===== config.mk =====
export PLATFORM = sky130hd
export DESIGN_NAME = minimig_zorro_base_decoder
export DESIGN_NICKNAME = d
export VERILOG_FILES = /design/src/rtl/minimig_zorro_base_decoder.sv
export SDC_FILE = /design/constraint.sdc
export NUM_CORES = 1
export LEC_CHECK = 0
export ABC_AREA = 1
export BUFFER_PORTS_ARGS = -buffer_cell sky130_fd_sc_hd__buf_2
export CAP_MARGIN = 10
export CORE_MARGIN = 5
export CORE_UTILIZATION = 35
export DETAILED_ROUTE_END_ITERATION = 12
export PLACE_DENSITY = 0.62
export SYNTH_ARGS = -nofsm -noshare
export SYNTH_HDL_FRONTEND = slang
export SYNTH_SLANG_ARGS = --single-unit

===== constraint.sdc =====
create_clock -name clk -period 2.75 [get_ports clk]
set_clock_uncertainty 0.2 [all_clocks]
set_input_delay 0.55 -clock clk [delete_from_list [all_inputs] [get_ports clk]]
set_output_delay 0.55 -clock clk [all_outputs]
set_load 0.01 [all_outputs]

===== src/rtl/minimig_zorro_base_decoder.sv =====
// -----------------------------------------------------------------------------
// minimig_zorro_base_decoder
//
// Works alongside the Minimig autoconfig ROM/sequencer. It snoops CPU writes
// into the autoconfig register window, captures the base address the OS
// assigns to each expansion board, and tracks whether each board has been
// committed or told to shut up. A registered, one-hot address decoder then
// steers CPU accesses to the Zorro II fast RAM (board 0) or one of up to
// three Zorro III RAM boards (boards 1-3).
//
// Ports:
//   clk, reset      system clock, synchronous active-high reset
//   clk7_en         7 MHz CPU-bus qualifier for autoconfig writes
//   address_in      CPU address [8:1] inside the autoconfig window
//   data_in         CPU write data
//   hwr, lwr        CPU high/low byte write strobes
//   sel             autoconfig window select
//   cfg_board       board currently answering autoconfig (0..3, 7 = chain end)
//   fastram_config  Zorro II RAM size: 00 off, 01 2 MB, 10 4 MB, 11 8 MB
//   cpu_addr        CPU address [31:16] to decode
//   cpu_req         CPU access request, qualifies the decode
//   board_valid     base committed, per board
//   board_shutup    board told to shut up, per board
//   board_hit       registered one-hot hit for cpu_addr (1 clk latency)
//   commit_pulse    one-clk pulse on any commit or shut-up
//   zii_base        captured A23..A16 of the Zorro II board
//   ziii_base1..3   captured A31..A16 of Zorro III boards 1..3
// -----------------------------------------------------------------------------
module minimig_zorro_base_decoder #(
    parameter int ZIII1_SIZE_LOG2 = 25,
    parameter int ZIII2_SIZE_LOG2 = 25,
    parameter int ZIII3_SIZE_LOG2 = 22   // legal range 16..25
) (
    input  logic        clk,
    input  logic        reset,
    input  logic        clk7_en,
    input  logic [7:0]  address_in,
    input  logic [15:0] data_in,
    input  logic        hwr,
    input  logic        lwr,
    input  logic        sel,
    input  logic [2:0]  cfg_board,
    input  logic [1:0]  fastram_config,
    input  logic [15:0] cpu_addr,
    input  logic        cpu_req,
    output logic [3:0]  board_valid,
    output logic [3:0]  board_shutup,
    output logic [3:0]  board_hit,
    output logic        commit_pulse,
    output logic [7:0]  zii_base,
    output logic [15:0] ziii_base1,
    output logic [15:0] ziii_base2,
    output logic [15:0] ziii_base3
);

    // address_in carries A8..A1, so each register sits at its byte offset / 2.
    localparam logic [7:0] REG_ZIII_BASE = 8'h22;  // byte offset 0x44
    localparam logic [7:0] REG_ZII_HI    = 8'h24;  // byte offset 0x48
    localparam logic [7:0] REG_ZII_LO    = 8'h25;  // byte offset 0x4A
    localparam logic [7:0] REG_SHUTUP    = 8'h26;  // byte offset 0x4C

    // Address bits above the board size take part in the compare.
    localparam logic [15:0] ZIII1_MASK = 16'hFFFF << (ZIII1_SIZE_LOG2 - 16);
    localparam logic [15:0] ZIII2_MASK = 16'hFFFF << (ZIII2_SIZE_LOG2 - 16);
    localparam logic [15:0] ZIII3_MASK = 16'hFFFF << (ZIII3_SIZE_LOG2 - 16);

    // One-hot per-board lifecycle; VALID and SHUTUP are both terminal.
    typedef enum logic [2:0] {
        ST_UNCONF = 3'b001,
        ST_VALID  = 3'b010,
        ST_SHUTUP = 3'b100
    } board_state_t;

    board_state_t state [4];
    logic [3:0]   zii_nibble;   // A19..A16 written ahead of the 0x48 commit
    logic         zii_pend;
    logic [1:0]   idx;
    logic         wr_evt;
    logic         wr_ok;
    logic [7:0]   zii_mask;
    logic [3:0]   raw_hit;
    logic [3:0]   hit_next;

    assign idx    = cfg_board[1:0];
    assign wr_evt = clk7_en & sel & (hwr | lwr);
    // Only boards 0..3 that are still unconfigured accept writes, which makes
    // repeat commits and shut-ups of already-settled boards no-ops.
    assign wr_ok  = wr_evt & ~cfg_board[2] & (state[idx] == ST_UNCONF);

    always_comb begin
        for (int n = 0; n < 4; n++) begin
            board_valid[n]  = (state[n] == ST_VALID);
            board_shutup[n] = (state[n] == ST_SHUTUP);
        end
    end

    // Zorro II RAM is aligned to its own size, so only A23..k are compared.
    always_comb begin
        // NOTE: every always_comb output gets a default first so no latch is inferred.
        zii_mask = 8'h00;
        case (fastram_config)
            2'b01:   zii_mask = 8'hE0;   // 2 MB: A23..A21
            2'b10:   zii_mask = 8'hC0;   // 4 MB: A23..A22
            2'b11:   zii_mask = 8'h80;   // 8 MB: A23
            default: zii_mask = 8'h00;
        endcase
    end

    always_comb begin
        raw_hit    = 4'b0000;
        raw_hit[0] = board_valid[0] & cpu_req & (fastram_config != 2'b00) &
                     (cpu_addr[15:8] == 8'h00) &
                     (((cpu_addr[7:0] ^ zii_base) & zii_mask) == 8'h00);
        raw_hit[1] = board_valid[1] & cpu_req &
                     (((cpu_addr ^ ziii_base1) & ZIII1_MASK) == 16'h0000);
        raw_hit[2] = board_valid[2] & cpu_req &
                     (((cpu_addr ^ ziii_base2) & ZIII2_MASK) == 16'h0000);
        raw_hit[3] = board_valid[3] & cpu_req &
                     (((cpu_addr ^ ziii_base3) & ZIII3_MASK) == 16'h0000);
    end

    // Overlapping bases from a bad OS assignment resolve to the lowest board.
    always_comb begin
        hit_next = 4'b0000;
        if (raw_hit[0])      hit_next = 4'b0001;
        else if (raw_hit[1]) hit_next = 4'b0010;
        else if (raw_hit[2]) hit_next = 4'b0100;
        else if (raw_hit[3]) hit_next = 4'b1000;
    end

    always_ff @(posedge clk) begin
        if (reset) begin
            // NOTE: every register is reset here, including the pending nibble,
            // so a reset between the 0x4A and 0x48 writes discards the nibble.
            for (int n = 0; n < 4; n++) state[n] <= ST_UNCONF;
            zii_nibble   <= 4'h0;
            zii_pend     <= 1'b0;
            board_hit    <= 4'b0000;
            commit_pulse <= 1'b0;
            zii_base     <= 8'h00;
            ziii_base1   <= 16'h0000;
            ziii_base2   <= 16'h0000;
            ziii_base3   <= 16'h0000;
        end else begin
            // NOTE: sequential state uses non-blocking assignments only.
            commit_pulse <= 1'b0;
            board_hit    <= hit_next;   // decode runs every clk, not on clk7_en

            if (wr_ok) begin
                case (address_in)
                    REG_ZII_LO: begin
                        if (idx == 2'd0) begin
                            zii_nibble <= lwr ? data_in[7:4] : data_in[15:12];
                            zii_pend   <= 1'b1;
                        end
                    end
                    REG_ZII_HI: begin
                        if (idx == 2'd0 && hwr) begin
                            zii_base     <= {data_in[15:12], zii_pend ? zii_nibble : 4'h0};
                            zii_pend     <= 1'b0;
                            state[0]     <= ST_VALID;
                            commit_pulse <= 1'b1;
                        end
                    end
                    REG_ZIII_BASE: begin
                        if (idx != 2'd0 && hwr) begin
                            // A high-byte-only write stages the upper byte; a
                            // full word write captures the base and commits.
                            case (idx)
                                2'd1: begin
                                    if (lwr) ziii_base1 <= data_in;
                                    else     ziii_base1[15:8] <= data_in[15:8];
                                end
                                2'd2: begin
                                    if (lwr) ziii_base2 <= data_in;
                                    else     ziii_base2[15:8] <= data_in[15:8];
                                end
                                default: begin
                                    if (lwr) ziii_base3 <= data_in;
                                    else     ziii_base3[15:8] <= data_in[15:8];
                                end
                            endcase
                            if (lwr) begin
                                state[idx]   <= ST_VALID;
                                commit_pulse <= 1'b1;
                            end
                        end
                    end
                    REG_SHUTUP: begin
                        state[idx]   <= ST_SHUTUP;
                        commit_pulse <= 1'b1;
                    end
                    default: ;
                endcase
            end
        end
    end

endmodule


# Yosys cells after proc, flatten, opt, wreduce, memory -nomap -nowiden
# Memory sizes are Yosys's and may differ from the RTL's.
# Cells that the tools add are included.
[totals]
in_bits = 52
ff_bits = 66
ram_bits = 12
out_inout_bits = 69
word_cells = 119
n_memories = 1
[classes]
muxes = 33
reduce_logical = 26
bitwise = 25
n_eq_ne = 20
[memory_table]
columns = ["memory", "words", "width", "rd", "rd_clocked_by_memory_dff", "wr", "line", "text"]
rows = [
  ["state", 4, 3, 5, 0, 4, "74", "board_state_t state [4];"],
]
[op_table]
columns = ["operator", "count"]
rows = [
  ["16-bit zero test", 3],
  ["16-bit bitwise XOR", 3],
  ["8-bit by 6-bit == test with 1-bit output (second input constant)", 4],
  ["8-bit case mux with 3 select lines", 1],
  ["1-bit two-way mux", 21],
  ["8-bit zero test", 2],
  ["4-bit AND reduction", 4],
  ["5-bit AND reduction", 3],
  ["1-bit bitwise AND", 14],
  ["3-bit by 2-bit == test with 1-bit output (second input constant)", 4],
  ["3-bit == test (second input constant)", 4],
  ["3-bit two-way mux", 4],
  ["4-bit two-way mux", 3],
  ["8-bit bitwise AND", 1],
  ["8-bit bitwise XOR", 1],
  ["2-bit == test (second input constant)", 3],
  ["3-bit AND reduction", 2],
  ["2-bit nonzero test", 3],
  ["2-bit OR reduction", 3],
  ["3-bit OR reduction", 2],
  ["2-bit by 1-bit == test with 1-bit output (second input constant)", 2],
  ["2-bit two-way mux", 2],
  ["2-bit != test (second input constant)", 2],
  ["4-bit OR reduction", 1],
  ["7 further kinds", 12],
]

# Depth between registers and ports, before layout
# Gate-level depths: netlist of the first run.
[depth]
depth_word = 10
ltp_mapped = 12
ltp_nobuf = 12

# Worst setup path before layout of the first run
# OpenSTA, ideal clock, no wires.
[synth_timing]
kind = "in2reg"
from = "input cfg_board[0]"
to = "memory state[0][0] (netlist name) (enable)"
path_buffers = 0
arrival_time_ns = 1.730
setup_slack_ns = 0.518
stages = 11
t_required_ns = 2.248
path_cell_list = "inv_1 -> ha_1 -> nor2_1 -> inv_1 -> nor2_2 -> nand2_1 -> nand2_1 -> nand2_2 -> nand2_2 -> nand3_2 -> nand2_1"
[synth_lines]
columns = ["item", "line", "text"]
rows = [
  ["start: declaration", "42", "input logic [2:0] cfg_board,"],
  ["end: declaration", "74", ""],
]

==> impl_metrics.toml, run 1 <==
[logic_synthesis]
synth_cells = 513
synth_nets = 571
synth_seq_cells = 78
synth_top_family_by_area = "simple AND/OR/NAND/NOR gates"
synthXorXnorAreaFrac_pct = 2.11
synthMuxAreaShare_pct = 0
synth_seq_area_share_pct = 45.0
synth_edf_count = 12
synthSimpleGateAreaFrac_pct = 29.8
synth_ff_type = "dfxtp_1"
async_reset_ff_share_pct = 0
syn_avg_cell_area_sq_um = 7.29
yosysWarnings = 0
synthAdderAreaFrac_pct = 2.01
synth_area_sq_um = 3740
synth_compound_area_share_pct = 12.6
synth.distinct_cells = 36

[global_routing]
grt_pass1_wl_microns = 17300
overflow = 0
grt_pass1_vias = 3577
grt_max_degree = 46
antenna_found_initial = 0
grt.total_usage_pct = 16.9

[placed_design]
gp_congestion = 0.876
hpwl_microns = 8580
port_buffers = 115
dp_cells = 760
dp_slack_ns = 0.122

[setup_path]
path_max_fanout = 8
cp.arrival_ns = 2.14
r2r_cells = 9
crit_type = "input port to flop"
r2r-start = "state[1][1]"
critPathRequiredTime_ns = 2.61
r2r-end = "state[0][1]"
cp-end-kind = "flop"
r2r_slack_ns = 0.53
startpoint_type = "input port"

[timing]
min_period_ns = 2.27
slew_viol_final = 0
rsz0062_at_grt = "false"
slew_headroom_pct = 75.4
holdWs_ns = 0.258
tns_ns = 0
fmax_ghz = 0.440
setup_viol_count_final = 0
finalHoldViolations = 0
worstMarginPinSlew_ns = 0.368
fin_ws_ns = 0.476
fin_crit_sh_pct = 82.7

[clock_network]
cts_tree = "yes"
post-cts-setup-buffer-count = 0
clock_latency_ns = 0.36
cts_buffers = 9
root_buffer = "clkbuf_8"
post_cts_resized = 0
clk_path_buf_depth = 2
path_clk_slew_ns = 0.08
cts.sinks = 78
cts-htree-levels = 3
hold_buffers = 0

[final_layout]
diodes = 0
most-common-layout-cells = "nor2_1 (121), buf_2 (115), dfxtp_1 (66), inv_1 (65), nand2_1 (61)"
final_util_pct = 45.2
instances_no_fill = 776
final_common_cell = "nor2_1"
area_growth_pct = 25.3
nets = 693
final_layout_size_suffix_gt1_share_pct = 24.7

[flow_run]
maxCapViolations = 0

[routing]
vias = 3703
drtIter0Drc = 217
final_antenna_net_count = 0
via_per_inst = 4.77
dr.pass1.iters = 5
routedWlPerCell_microns = 13.9
drcViolationCount = 0
wl_microns = 10800

[floorplan]
dieWidth_microns = 113
ios = 121
core-area_sq_um = 10400
dieArea_sq_um = 12900
start_util_pct = 36.1
rows = 37
die_h_microns = 113

[min_path]
hold_end = "ziii_base1[1]"
hold_depth = 3
hold_class = "input port to flop"
min_from = "data_in[1]"

[status]
status = "finished clean"

[pwr]
vdd_drop_max_mv = 0.227
powerDensity_nw_per_um2 = 465
leakagePower_nw = 2.29
worst max-delay path, cell delays in order:
cell and delay [ns]:
buf_2 0.18, inv_1 0.08, ha_1 0.26, nor2_1 0.15
inv_1 0.08, nor2_2 0.15, nand2_1 0.08, nand2_1 0.17
nand2_2 0.08, nand2_2 0.12, nand3_2 0.11, nand2_1 0.13
sequential cells by signal, indices dropped and copies added (netlist names):
name	flops
board_hit	4
commit_pulse	1
state	12
zii_base	8
zii_nibble	4
zii_pend	1
ziii_base1	16
ziii_base2	16
ziii_base3	16
how the worst max path moves through the flow:
stage / from / end / slack, ns / cells past startpoint
global placement: cfg_board[0] / state[0][1] / 0.16 / 12
CTS: cfg_board[0] / state[0][1] / 0.50 / 12
finish: cfg_board[0] / state[0][1] / 0.48 / 12
floorplan: cfg_board[0] / state[0][0] / 0.52 / 11
global route: cfg_board[0] / state[0][1] / 0.26 / 12
detailed placement: cfg_board[0] / state[0][1] / 0.12 / 12
layout make-up:
class	count	area, sq um
Clock buffer	12	166
Clock inverter	4	28.8
Fill cell	1096	5690
Inverter	70	264
Multi-Input combinational cell	353	1740
Sequential cell	78	1680
Tap cell	136	170
Timing Repair Buffer	123	636
cell usage after synthesis (2+ instances only):
library cell | n | share of area (%)
a21oi_1 | 16 | 2.1
a221oi_1 | 2 | 0.47
buf_2 | 3 | 0.40
clkbuf_1 | 8 | 0.80
clkinv_1 | 2 | 0.20
dfxtp_1 | 66 | 35
edfxtp_1 | 12 | 9.6
ha_1 | 6 | 2.0
inv_1 | 65 | 6.5
inv_2 | 2 | 0.20
nand2_1 | 61 | 6.1
nand2_2 | 5 | 0.84
nand3_1 | 26 | 3.5
nand3_4 | 2 | 0.94
nand4_1 | 9 | 1.5
nor2_1 | 121 | 12
nor2_2 | 4 | 0.67
nor3_1 | 9 | 1.2
nor3_2 | 2 | 0.54
nor3b_1 | 2 | 0.40
nor4_1 | 3 | 0.50
o21ai_0 | 57 | 7.6
o21ai_1 | 4 | 0.54
o22ai_1 | 7 | 1.2
xnor2_1 | 3 | 0.70
xor2_1 | 6 | 1.4
metrics by stage:
stage	area, sq um	power [W]
after floorplan	3740	0.00128
after global placement	4490	0.00136
after detailed placement	4490	0.00136
after CTS	4680	0.00219
after global routing	4680	0.00227
final	4680	0.00218
power by group:
group,total [W],switching (W),internal (W)
Combinational,0.000174,0.000112,0.0000621
Sequential,0.00116,0.00000292,0.00116
Clock,0.000841,0.000433,0.000408
cells by family (layout without fill, tap and decap cells):
logic type,count (synthesis),in the layout
simple gates,249,249
buf+inv,82,209
fa+ha+maj,6,6
xor+xnor,9,9
flops,78,78
compound gates,89,89
metal layers:
layer	vias to the layer above	share of wire (%)	GRT usage, %
li1	1901	-	-
met1	1681	44	21.1
met2	109	46	27.7
met3	12	8.2	5.31
met4	0	1.4	5.53
met5	-	0	0
Power figures use the tool's default switching activity.
==> run 2, diff against run 1 <==
--- a/config.mk
+++ b/config.mk
@@ -5,13 +5,13 @@
 export SDC_FILE = /design/constraint.sdc
 export NUM_CORES = 1
 export LEC_CHECK = 0
-export ABC_AREA = 1
+export ABC_AREA = 0
 export BUFFER_PORTS_ARGS = -buffer_cell sky130_fd_sc_hd__buf_2
 export CAP_MARGIN = 10
 export CORE_MARGIN = 5
 export CORE_UTILIZATION = 35
 export DETAILED_ROUTE_END_ITERATION = 12
-export PLACE_DENSITY = 0.62
+export PLACE_DENSITY = 0.63
 export SYNTH_ARGS = -nofsm -noshare
 export SYNTH_HDL_FRONTEND = slang
 export SYNTH_SLANG_ARGS = --single-unit
==> constraint.sdc (replaced) <==
create_clock -name clk -period 1.9 [get_ports clk]
set_clock_uncertainty 0.2 [all_clocks]
set_input_delay 0.38 -clock clk [delete_from_list [all_inputs] [get_ports clk]]
set_output_delay 0.38 -clock clk [all_outputs]
set_load 0.01 [all_outputs]
==> run 2 against run 1 <==
  * Worst hold slack got worse by 0.12 ns
  * The flow now finishes with violations (setup timing)
  * Clock power increased by 110%
  * Sequential share of layout area shrank 6.2 points
  * Final cell count down 11%
  * Highest routed layer unchanged
==> impl_metrics.toml, run 2 <==
[status]
status = "complete, but fails checks"
violations = "setup timing"

[final_layout]
final_common_cell = "buf_2"
area_growth_pct = 42.7
multiInputGateArea_sq_um = 2390
final_area_sq_um = 5670
nets = 603
diodes = 0
most-common-layout-cells = "buf_2 (112), nand2b_1 (73), dfxtp_1 (66), mux2i_1 (60), buf_4 (54)"
final_layout_size_suffix_gt1_share_pct = 41.2
ff_latch_area_sq_um = 1680
reg.largest.list = "ziii_base1: 16 flops, ziii_base2: 16 flops, ziii_base3: 16 flops"
nFillCells = 1012

[routing]
routedWlPerCell_microns = 16.1
wl_microns = 11100
vias = 3346
final_antenna_net_count = 0
dr.pass1.iters = 4
drcViolationCount = 0
via_per_inst = 4.86
drtIter0Drc = 145

[setup_path]
cp-end-kind = "flop"
r2r-end = "zii_nibble[2]"
r2r-start = "state[2][2]"
r2r_slack_ns = -0.41
path_max_fanout = 5
cp.arrival_ns = 2.33
critPathRequiredTime_ns = 1.92
r2r_cells = 4
crit_type = "flop to flop"
startpoint_type = "flop"

[logic_synthesis]
syn_avg_cell_area_sq_um = 10.5
synth_seq_cells = 78
synth_ff_type = "dfxtp_1"
synth_seq_area_share_pct = 42.4
yosysWarnings = 0
synth_cells = 378
synthTopCellsByCount = "nand2b_1 (73), dfxtp_1 (66), mux2i_1 (60)"
synth_area_leaders = "dfxtp_1 (33%), mux2i_1 (15%), nand2b_1 (12%)"
synth.most_common_cell = "nand2b_1"
synth_area_sq_um = 3970
synth.distinct_cells = 50
synth_edf_count = 12
yosysTopAreaCell = "dfxtp_1"
synth_nets = 436
async_reset_ff_share_pct = 0
netlist.area_leader.share_pct = 33.3

[clock_network]
cts-htree-levels = 3
cts_tree = "yes"
cts_buffers = 9
clock_latency_ns = 0.33
clk_path_buf_depth = 2
cts.sinks = 78
path_clk_slew_ns = 0.06
root_buffer = "clkbuf_16"

[pwr]
switchingPower_w = 0.000860
clkPwrFrac_pct = 46.1
seqPwrFrac_pct = 44.8
switching_share_pct = 22.9
p_int_w = 0.00290
combPwrFrac_pct = 9.1
power.total_w = 0.00376
leakagePower_nw = 2.56
powerDensity_nw_per_um2 = 664
vdd_drop_max_mv = 0.305

[min_path]
hold_depth = 3
hold_class = "input port to flop"
hold_end = "board_hit[1]"
min_from = "cpu_req"

[floorplan]
core-area_sq_um = 11000
rows = 38
dieArea_sq_um = 13600
ios = 121
die_h_microns = 116
start_util_pct = 36.1
dieWidth_microns = 116

[timing]
setup_viol_count_final = 86
min_period_ns = 2.31
worstMarginPinSlew_ns = 0.655
fin_crit_sh_pct = 121
rsz0062_at_grt = "true"
fin_ws_ns = -0.408
finalHoldViolations = 0
fmax_ghz = 0.433
slew_viol_final = 0
slew_headroom_pct = 56.3

[placed_design]
dp_slack_ns = -0.713
gp_congestion = 0.806
hpwl_microns = 8550
port_buffers = 115
placed_area_sq_um = 5090

[flow_run]
maxCapViolations = 0

[global_routing]
grt_pass1_vias = 3409
antenna_found_initial = 0
overflow = 0
grt_pass1_wl_microns = 17300
grt_max_degree = 77
grt.total_usage_pct = 16.3
run 2: changes by cell type after synthesis, moves of 11 or more:
| cell | change |
|---|---|
| a21oi_1 | -16 |
| nor3b_1 | +11 |
| xnor2_1 | +22 |
| mux2i_1 | +60 |
| o21ai_0 | -56 |
| nand3_1 | -21 |
| nand2b_1 | +73 |
| nand2_1 | -57 |
| inv_1 | -61 |
| nor2_1 | -115 |
run 2: worst max-delay path, cell delays in order, from the launching register on:
cell and delay (ns):
edfxtp_1 0.39, or4b_4 0.56, and3_4 0.18, or4_4 0.54, mux2_4 0.32
run 2: how the worst max path moves through the flow:
stage | start | end | slack, ns | cells past startpoint
after floorplan | cfg_board[0] | state[0][0] | -0.56 | 6
after global placement | address_in[4] | zii_base[4] | -0.70 | 6
after detailed placement | address_in[4] | zii_base[4] | -0.71 | 6
after CTS | state[0][2] | state[1][2] | -0.42 | 6
after global routing | state[2][2] | state[0][0] | -0.47 | 4
final | state[2][2] | zii_nibble[2] | -0.41 | 4
run 2: routing by layer:
layer	global-route usage (%)	wire length (microns)
met2	26.9	5190
met4	3.94	72
met5	0	0
met3	4.87	787
met1	21.1	5020
run 2: cell type report:
| cell class | instances | share of cell area, % |
|---|---|---|
| multi-input combinational | 276 | 42.2 |
| sequential | 78 | 29.7 |
| timing repair buffer | 176 | 19.5 |
| clock buffer | 10 | 4.22 |
| tap | 140 | 3.09 |
| clock inverter | 5 | 1.04 |
| inverter | 4 | 0.309 |
run 2: stage by stage:
step | setup TNS (ns) | hold slack (ns) | instances | util [%]
floorplan | -21.76 | 0.258 | 378 | -
global placement | -29.10 | 0.257 | 668 | 46.4
detailed placement | -31.45 | 0.263 | 668 | 46.4
CTS | -16.34 | 0.133 | 688 | 50.4
global route | -22.98 | 0.155 | 689 | 51.6
finish | -16.25 | 0.141 | 689 | 51.6
run 2: power by group through the flow:
stage               registers [W]  logic (W)  clock network [W]
floorplan                 0.00172   0.000166                  0
global placement          0.00172   0.000313                  0
detailed placement        0.00172   0.000320                  0
CTS                       0.00168   0.000334            0.00175
global route              0.00168   0.000373            0.00184
finish                    0.00168   0.000344            0.00173
run 2: cells by family after synthesis:
family | after synthesis | synth area share (%)
compound gates | 16 | 3.25
xor+xnor | 27 | 5.96
fa+ha+maj | 6 | 1.89
buf+inv | 24 | 2.74
flops | 78 | 42.4
mux | 64 | 16.6
simple gates | 163 | 27.1
run 2: what timing repair did:
action	CTS	global route
pin swaps	15	8
buffers inserted	6	3
endpoints found under the hold margin	0	0
hold buffers	0	0
cloned	0	0
gates resized for setup	18	19
setup endpoints to repair	90	92
==> run 3, diff against run 2 <==
--- a/config.mk
+++ b/config.mk
@@ -8,10 +8,14 @@
 export ABC_AREA = 0
 export BUFFER_PORTS_ARGS = -buffer_cell sky130_fd_sc_hd__buf_2
 export CAP_MARGIN = 10
+export CELL_PAD_IN_SITES_DETAIL_PLACEMENT = 1
+export CELL_PAD_IN_SITES_GLOBAL_PLACEMENT = 1
 export CORE_MARGIN = 5
 export CORE_UTILIZATION = 35
+export CTS_CLUSTER_DIAMETER = 50
 export DETAILED_ROUTE_END_ITERATION = 12
-export PLACE_DENSITY = 0.63
+export PLACE_DENSITY = 0.79
+export RECOVER_POWER = 50
 export SYNTH_ARGS = -nofsm -noshare
 export SYNTH_HDL_FRONTEND = slang
 export SYNTH_SLANG_ARGS = --single-unit
==> run 3 against run 2 <==
  * The flow still finishes with violations (setup timing)
  * Power grew 6.1%
  * First-iteration DRC count shrank 28%
  * Fmax shrank 3.7%
  * Non-clock buffer count grew 7
  * Worst hold slack gained 0.027 ns
  * Register-to-register slack lost 0.09 ns
  * Critical endpoint is now state[2][1]
  * Design area grew 1.6%
  * Via count grew 7.3%
  * Count of clock-buffer cells in the layout grew 2
  * Worst setup slack lost 0.089 ns
  * Largest cell class unchanged
  * Sequential power is essentially flat
  * Highest routed layer unchanged
  * Utilization grew 0.83 points
==> impl_metrics.toml, run 3 (same netlist as run 2, synthesis figures left out) <==
[placed_design]
gp_congestion = 0.858
port_buffers = 115
hpwl_microns = 9810
dp_slack_ns = -0.757
placed_area_sq_um = 5110

[routing]
highest_layer = "met4"
vias = 3591
wl_met1_microns = 5460
drcViolationCount = 0
routedWlPerCell_microns = 19.6
dr.pass1.iters = 4
wl_microns = 13600
via_per_inst = 5.15
dr_wl_met2_microns = 6940
met3_wirelength_microns = 1010
final_antenna_net_count = 0
drtIter0Drc = 105

[clock_network]
path_clk_slew_ns = 0.06
clk_path_buf_depth = 2
cts_tree = "yes"
cts_buffers = 9
cts-htree-levels = 3
root_buffer = "clkbuf_16"
clock_latency_ns = 0.33
cts.sinks = 78

[min_path]
hold_class = "input port to flop"
hold_depth = 3

[final_layout]
area_growth_pct = 45.1
final_layout_size_suffix_gt1_share_pct = 36.7
final_util_pct = 52.4
final_area_sq_um = 5760
nets = 610
reg.largest.list = "ziii_base1: 16 flops, ziii_base2: 16 flops, ziii_base3: 16 flops"
most-common-layout-cells = "buf_2 (79), nand2b_1 (73), dfxtp_1 (66), mux2i_1 (60), buf_4 (55)"
final_common_cell = "buf_2"

[global_routing]
grt.total_usage_pct = 19.6
grt_max_degree = 71
antenna_found_initial = 0
grt_pass1_vias = 3981
overflow = 0
grt_pass1_wl_microns = 20700

[timing]
finalHoldViolations = 0
fin_crit_sh_pct = 126
tns_ns = -27.54
worstMarginPinSlew_ns = 0.569
holdWs_ns = 0.168
fin_ws_ns = -0.497
setup_viol_count_final = 87
slew_headroom_pct = 62.1
fmax_ghz = 0.417
min_period_ns = 2.40
rsz0062_at_grt = "true"
slew_viol_final = 0

[setup_path]
r2r_cells = 6
worstPathCellList = "or4b_4, and3_4, buf_6, nor4_4, buf_6, a31o_4"
crit_type = "flop to flop"
slowest_stage = "or4b_4"
critPathBufInv = 2
cp_common_cell = "buf_6"
startpoint_type = "flop"
path_max_fanout = 6
cp-end-kind = "flop"
max_stage_delay_ns = 0.56
crit_cells = 6
crit_family = "simple AND/OR/NAND/NOR gates"
cp.arrival_ns = 2.24
critPathRequiredTime_ns = 1.74

[floorplan]
rows = 38
die_h_microns = 116
dieArea_sq_um = 13600
core-area_sq_um = 11000
start_util_pct = 36.1
ios = 121
dieWidth_microns = 116

[pwr]
powerDensity_nw_per_um2 = 693
leakagePower_nw = 2.47
vdd_drop_max_mv = 0.453

[status]
status = "complete, but fails checks"
violations = "setup timing"

[flow_run]
maxCapViolations = 0
-- run 3: power breakdown --
part           internal (W)  switching, W
clock network       0.00126      0.000669
registers           0.00168    0.00000377
logic              0.000183      0.000194
total               0.00312      0.000867
-- run 3: worst paths after layout --
check                     start       endpoint  slack, ns
setup reg to reg    state[2][2]    state[2][1]      -0.50
setup / recovery    state[2][2]    state[2][1]      -0.50
hold reg to reg   ziii_base3[1]  ziii_base3[1]       0.28
hold / removal       data_in[8]  ziii_base2[8]       0.17
-- run 3: through the flow --
stage	power (W)	cells
final	0.00399	697
after global routing	0.00413	696
after CTS	0.00397	691
after detailed placement	0.00204	671
after global placement	0.00203	671
after floorplan	0.00188	378
-- run 3: area by class of cell --
cell class / count / area, sq um
fill: 1220 / 5230
clock buffer: 12 / 268
multi-input combinational: 276 / 2420
timing repair buffer: 183 / 1130
inverter: 4 / 17.5
antenna: 1 / 2.50
sequential: 78 / 1680
clock inverter: 3 / 65.1
tap: 140 / 175
-- run 3: per-layer routing --
metal,vias to the layer above,GRT usage [%]
met3,15,5.34
met4,0,3.79
met2,105,34.5
li1,1697,-
met5,-,0
met1,1774,24.1
-- run 3: repair_timing --
item	CTS	global route
hold buffers	0	0
gates cloned	0	0
pin swaps	18	8
setup buffers	8	6
setup endpoints to repair	91	91
gates resized for setup	33	17
-- run 3: tightest hold or removal path, delay by kind of cell --
family | cells | cell delay, ns
muxes | 1 | 0.12
buffers and inverters | 1 | 0.08
and+or+nand+nor | 1 | 0.08
